==> src/rtl/rs_issue_scheduler.sv <==
// Reservation-station scheduler: slot allocation, CDB operand wakeup and
// round-robin selection of one ready entry per cycle for ALU dispatch.
module rs_issue_scheduler #(
  parameter int RS_WIDTH      = 16,
  parameter int RS_IDX_BIT    = 4,
  parameter int ROB_WIDTH_BIT = 4
) (
  input  logic                     clk_in,
  input  logic                     rst_n_in,
  input  logic                     rdy_in,
  input  logic                     flush_in,
  input  logic                     alloc_valid_in,
  input  logic                     alloc_qj_valid_in,
  input  logic [ROB_WIDTH_BIT-1:0] alloc_qj_in,
  input  logic                     alloc_qk_valid_in,
  input  logic [ROB_WIDTH_BIT-1:0] alloc_qk_in,
  output logic [RS_IDX_BIT-1:0]    alloc_idx_out,
  output logic                     full_out,
  input  logic                     cdb_valid_in,
  input  logic [ROB_WIDTH_BIT-1:0] cdb_tag_in,
  output logic                     issue_valid_out,
  output logic [RS_IDX_BIT-1:0]    issue_idx_out,
  input  logic                     issue_ready_in,
  output logic [RS_IDX_BIT:0]      count_out
);

  localparam int CW = RS_IDX_BIT + 1;

  logic [RS_WIDTH-1:0]      busy_q, busy_d, pend_j_q, pend_j_d, pend_k_q, pend_k_d, sel_q, sel_d;
  logic [ROB_WIDTH_BIT-1:0] tag_j_q [RS_WIDTH];
  logic [ROB_WIDTH_BIT-1:0] tag_j_d [RS_WIDTH];
  logic [ROB_WIDTH_BIT-1:0] tag_k_q [RS_WIDTH];
  logic [ROB_WIDTH_BIT-1:0] tag_k_d [RS_WIDTH];
  logic [RS_IDX_BIT-1:0]    rr_ptr_q, rr_ptr_d;
  logic                     issue_valid_q, issue_valid_d;
  logic [RS_IDX_BIT-1:0]    issue_idx_q, issue_idx_d;
  logic [CW-1:0]            count_q, count_d;

  logic [RS_WIDTH-1:0]      ready;
  logic [RS_IDX_BIT-1:0]    alloc_idx;
  logic [RS_IDX_BIT-1:0]    cand;
  logic [RS_IDX_BIT-1:0]    pick_idx;
  logic                     pick_found;
  logic                     do_alloc;
  logic                     hs;

  always_comb begin
    alloc_idx = '0;
    for (int i = RS_WIDTH - 1; i >= 0; i--) begin
      if (!busy_q[i]) alloc_idx = RS_IDX_BIT'(i);
    end
  end

  assign full_out        = &busy_q;
  assign alloc_idx_out   = alloc_idx;
  assign issue_valid_out = issue_valid_q;
  assign issue_idx_out   = issue_idx_q;
  assign count_out       = count_q;

  // Selection sees only registered state, so an entry written this edge waits a cycle.
  assign ready = busy_q & ~pend_j_q & ~pend_k_q & ~sel_q;

  always_comb begin
    pick_found = 1'b0;
    pick_idx   = '0;
    cand       = '0;
    for (int k = 0; k < RS_WIDTH; k++) begin
      cand = rr_ptr_q + RS_IDX_BIT'(k);
      if (!pick_found && ready[cand]) begin
        pick_found = 1'b1;
        pick_idx   = cand;
      end
    end
  end

  assign do_alloc = alloc_valid_in & ~full_out;
  assign hs       = issue_valid_q & issue_ready_in;

  always_comb begin
    busy_d        = busy_q;
    pend_j_d      = pend_j_q;
    pend_k_d      = pend_k_q;
    sel_d         = sel_q;
    tag_j_d       = tag_j_q;
    tag_k_d       = tag_k_q;
    rr_ptr_d      = rr_ptr_q;
    issue_valid_d = issue_valid_q;
    issue_idx_d   = issue_idx_q;
    count_d       = count_q;
    if (flush_in) begin
      busy_d        = '0;
      pend_j_d      = '0;
      pend_k_d      = '0;
      sel_d         = '0;
      rr_ptr_d      = '0;
      issue_valid_d = 1'b0;
      issue_idx_d   = '0;
      count_d       = '0;
    end else begin
      for (int i = 0; i < RS_WIDTH; i++) begin
        if (busy_q[i] && cdb_valid_in && tag_j_q[i] == cdb_tag_in) pend_j_d[i] = 1'b0;
        if (busy_q[i] && cdb_valid_in && tag_k_q[i] == cdb_tag_in) pend_k_d[i] = 1'b0;
      end
      if (hs) begin
        busy_d[issue_idx_q] = 1'b0;
        sel_d[issue_idx_q]  = 1'b0;
      end
      if (!issue_valid_q || hs) begin
        if (pick_found) begin
          sel_d[pick_idx] = 1'b1;
          issue_valid_d   = 1'b1;
          issue_idx_d     = pick_idx;
          rr_ptr_d        = pick_idx + RS_IDX_BIT'(1);
        end else begin
          issue_valid_d = 1'b0;
        end
      end
      // The free slot is never the one in dispatch, so alloc cannot collide with hs.
      if (do_alloc) begin
        busy_d[alloc_idx]   = 1'b1;
        sel_d[alloc_idx]    = 1'b0;
        pend_j_d[alloc_idx] = alloc_qj_valid_in & ~(cdb_valid_in & (cdb_tag_in == alloc_qj_in));
        pend_k_d[alloc_idx] = alloc_qk_valid_in & ~(cdb_valid_in & (cdb_tag_in == alloc_qk_in));
        tag_j_d[alloc_idx]  = alloc_qj_in;
        tag_k_d[alloc_idx]  = alloc_qk_in;
      end
      case ({do_alloc, hs})
        2'b10:   count_d = count_q + CW'(1);
        2'b01:   count_d = count_q - CW'(1);
        default: count_d = count_q;
      endcase
    end
  end

  always_ff @(posedge clk_in) begin
    if (!rst_n_in) begin
      busy_q        <= '0;
      pend_j_q      <= '0;
      pend_k_q      <= '0;
      sel_q         <= '0;
      rr_ptr_q      <= '0;
      issue_valid_q <= 1'b0;
      issue_idx_q   <= '0;
      count_q       <= '0;
      for (int i = 0; i < RS_WIDTH; i++) begin
        tag_j_q[i] <= '0;
        tag_k_q[i] <= '0;
      end
    end else if (rdy_in) begin
      busy_q        <= busy_d;
      pend_j_q      <= pend_j_d;
      pend_k_q      <= pend_k_d;
      sel_q         <= sel_d;
      rr_ptr_q      <= rr_ptr_d;
      issue_valid_q <= issue_valid_d;
      issue_idx_q   <= issue_idx_d;
      count_q       <= count_d;
      tag_j_q       <= tag_j_d;
      tag_k_q       <= tag_k_d;
    end
  end

endmodule

==> config.mk <==
export PLATFORM = sky130hd
export DESIGN_NAME = rs_issue_scheduler
export DESIGN_NICKNAME = d
export VERILOG_FILES = /design/src/rtl/rs_issue_scheduler.sv
export SDC_FILE = /design/constraint.sdc
export NUM_CORES = 1
export LEC_CHECK = 0
export CORE_ASPECT_RATIO = 0.6
export CORE_MARGIN = 5
export CORE_UTILIZATION = 25
export DETAILED_ROUTE_END_ITERATION = 12
export GPL_TIMING_DRIVEN = 0
export PLACE_DENSITY_LB_ADDON = 0.25
export REMOVE_ABC_BUFFERS = 1
export SYNTH_ARGS = -nofsm -noshare
export SYNTH_HDL_FRONTEND = slang
export SYNTH_SLANG_ARGS = --single-unit
==> constraint.sdc <==
create_clock -name clk_in -period 6.1 [get_ports clk_in]
set_clock_uncertainty 0.15 [all_clocks]
set_input_delay 1.22 -clock clk_in [delete_from_list [all_inputs] [get_ports clk_in]]
set_output_delay 1.22 -clock clk_in [all_outputs]
set_load 0.02 [all_outputs]
==> impl_metrics.yaml <==
synthesis:
  synthXorXnorAreaFrac_pct: 10.25
  synth-seq-area-share_pct: 31.34
  synth_mux_area_share_pct: 10.10
  yosysMostFrequentCell: "dfxtp_1"
  syn_area_per_cell_um2: 8.307
  netlist_instances: 1584
  synth_largest_area_cell: "dfxtp_1"
  synth_common_cells: "dfxtp_1, nor2b_1, nand2_1"
  synth_top_family_by_area: "simple AND/OR/NAND/NOR gates"
  synth-compound-area-share_pct: 17.83
  synthTopCellsByArea: "dfxtp_1, nor2b_1, mux2i_1, xor2_1, xnor2_1"
  synth_top_cell_area_share_pct: 31.34
  synth_flop_cell: "dfxtp_1"
  ys_warn_count: 0
  synth_edf_count: 0
  synth.distinct_cells: 78
  synthAdderAreaFrac_pct: 1.483
  synthArstFlopShare_pct: 0
  ys_ff_latch: 206
  yosys.area_share.simple_pct: 24.57
  syn_area_um2: 13160
global_route:
  grt_pass1_vias: 10832
  antenna_found_initial: 0
  grt_pass1_wl_um: 69500
  grt-ovfl-total: 0
  grt_usage_pct: 15.29
  grt_max_degree: 145
sta:
  fin_crit_ps: 5809
  tightest_slew_ps: 1347
  rsz0062_at_grt: "no"
  setup_viol: 0
  slew_violations: 0
  max_freq_ghz: 0.1721
  finalHoldViolations: 0
  max_slew_margin_pct: 9.899
  fin_crit_sh_pct: 95.23
clock_tree:
  cts_hold_buf: 0
  clkSinkCount: 206
  max-clock-path-buffers: 3
  cts_buffers: 22
  root_buffer: "clkbuf_16"
  clk_pin_slew_ps: 70
  cts_tree: "yes"
  worstSkewPairLatency_ps: 540
  post_cts.repair.setup_buffers: 0
  htree_levels: 1
die:
  core_area_um2: 52290
  die-area_um2: 57470
  num_rows: 65
  die_x_um: 306.2
  start_util_pct: 25.16
  die_height_um: 187.7
  io_pins: 36
cells_and_area:
  fin_util_pct: 28.27
  area_growth_pct: 12.34
  final_area_um2: 14780
  drive_gt1_share_pct: 6.968
  final_nets: 1570
  antenna_cells: 0
  fillers: 5594
place:
  port_buffers: 35
  placedInstanceArea_um2: 14050
  dp_hpwl_um: 32980
  finalWeightedCongestion: 0.9293
setup_path:
  cp_data_arrival_time_ps: 6110
  r2r_slack_ps: 290
  crit_type: "register to register"
  critPathRequiredTime_ps: 6400
  crit_path_start_kind: "register"
  worstRegToRegCells: 15
  end_kind: "register"
  critPathMaxFanout: 24
route:
  wl_per_cell_um: 20.38
  wirelength_um: 45910
  drt_iter0_drc: 1217
  vias_per_cell: 5.120
  num_vias: 11535
  drtAntennaViolNets: 0
  drc: 0
  firstDrtPassIters: 5
outcome:
  status: "complete, no violations"
power:
  leakage_uw: 0.004670
  ir_drop_mv: 0.1763
  power_density_nw_per_um2: 201.1
  total_power_uw: 2972
min_path:
  holdPathStages: 2
  hold_class: "register to register"
flow_run:
  drv_cap: 0
layout by cell type (no fill, tap or decap), types with 6 or more instances in the layout:
master,instances
dfxtp_1,203
a21oi_1,56
and2_1,21
or2_2,6
clkdlybuf4s50_1,28
xnor2_1,62
a21boi_0,46
nor2_1,74
inv_1,26
mux2i_1,99
buf_2,6
a31oi_1,8
o211ai_1,6
o21ai_1,6
nor4b_2,12
xor2_1,92
nand2_1,144
nand3_1,72
nand2b_1,8
ha_1,13
a22oi_1,57
nor2b_1,161
and3_1,7
nand4_1,11
mux4_2,15
o22ai_1,11
nor4_1,30
nor3_1,13
clkbuf_16,23
o21ai_0,102
what timing repair did:
item | CTS | global route
cloned | 0 | 0
endpoints found under the setup margin | 9 | 12
resized for setup | 2 | 5
cell families (layout without fill, tap and decap cells):
kind of cell / after synthesis / in the layout
compound gates: 359 / 359
buf+inv: 144 / 110
simple gates: 592 / 592
flops: 206 / 206
fa+ha+maj: 15 / 15
xor+xnor: 154 / 154
mux: 114 / 114
power by group:
group	internal [uW]	switching, uW	total (uW)
sequential	1350	4.78	1350
clock	776	594	1370
combinational	85.7	164	250
sequential cells by signal (all words and copies together) (netlist names), 4 cells and up:
register       count
rr_ptr_q           4
count_out          5
issue_idx_out      4
busy_q            16
pend_j_q          16
tag_k_q           64
tag_j_q           64
pend_k_q          16
sel_q             16
critical path: stages, from the launching register on:
cell and delay [ps]:
dfxtp_2 690, inv_1 210, ha_2 450, and2_1 290, a22oi_1 330, nand2_1 260, mux4_2 610, nor2b_1 320
and4_1 370, nor3b_1 220, nor4_1 100, o22ai_1 460, ha_1 320, nand2_1 210, or4_1 580, a21boi_1 150
metrics by stage:
| step | hold WS [ps] | setup TNS, ps | cells | worst slack, ps |
|---|---|---|---|---|
| 2_1_floorplan | 289.1 | 0 | 1467 | 1445 |
| 3_3_place_gp | 316.4 | -141170 | 2205 | -1151 |
| 3_5_place_dp | 319.4 | -471.7 | 2213 | -298.3 |
| 4_1_cts | 330.7 | 0 | 2253 | 67.83 |
| 5_1_grt | 345.8 | 0 | 2253 | 19.36 |
| 6_report | 329.8 | 0 | 2253 | 291.0 |
final timing paths:
path / from / to
worst min-delay path: tag_k_q[21] / tag_k_q[21]
worst min register to register: tag_k_q[21] / tag_k_q[21]
worst max register to register: rr_ptr_q[0] / sel_q[7]
worst max-delay path: rr_ptr_q[0] / sel_q[7]
final cells by class:
cell class,instances,area [um2],share of cell area (%)
Multi-Input combinational cell,1234,8478,57.36
Sequential cell,206,4130,27.94
Tap cell,703,879.6,5.951
Clock buffer,31,635.6,4.300
Timing Repair Buffer,43,475.5,3.217
Inverter,27,101.3,0.6856
Clock inverter,9,81.33,0.5502
layer usage:
metal / routed length, um / part of all wire (%) / track usage, %
met1: 25160 / 55 / 25.30
met2: 17110 / 37 / 20.09
met3: 3101 / 6.8 / 3.319
met4: 532 / 1.2 / 1.989
met5: 0 / 0 / 0
(Power assumes the default switching activity.)
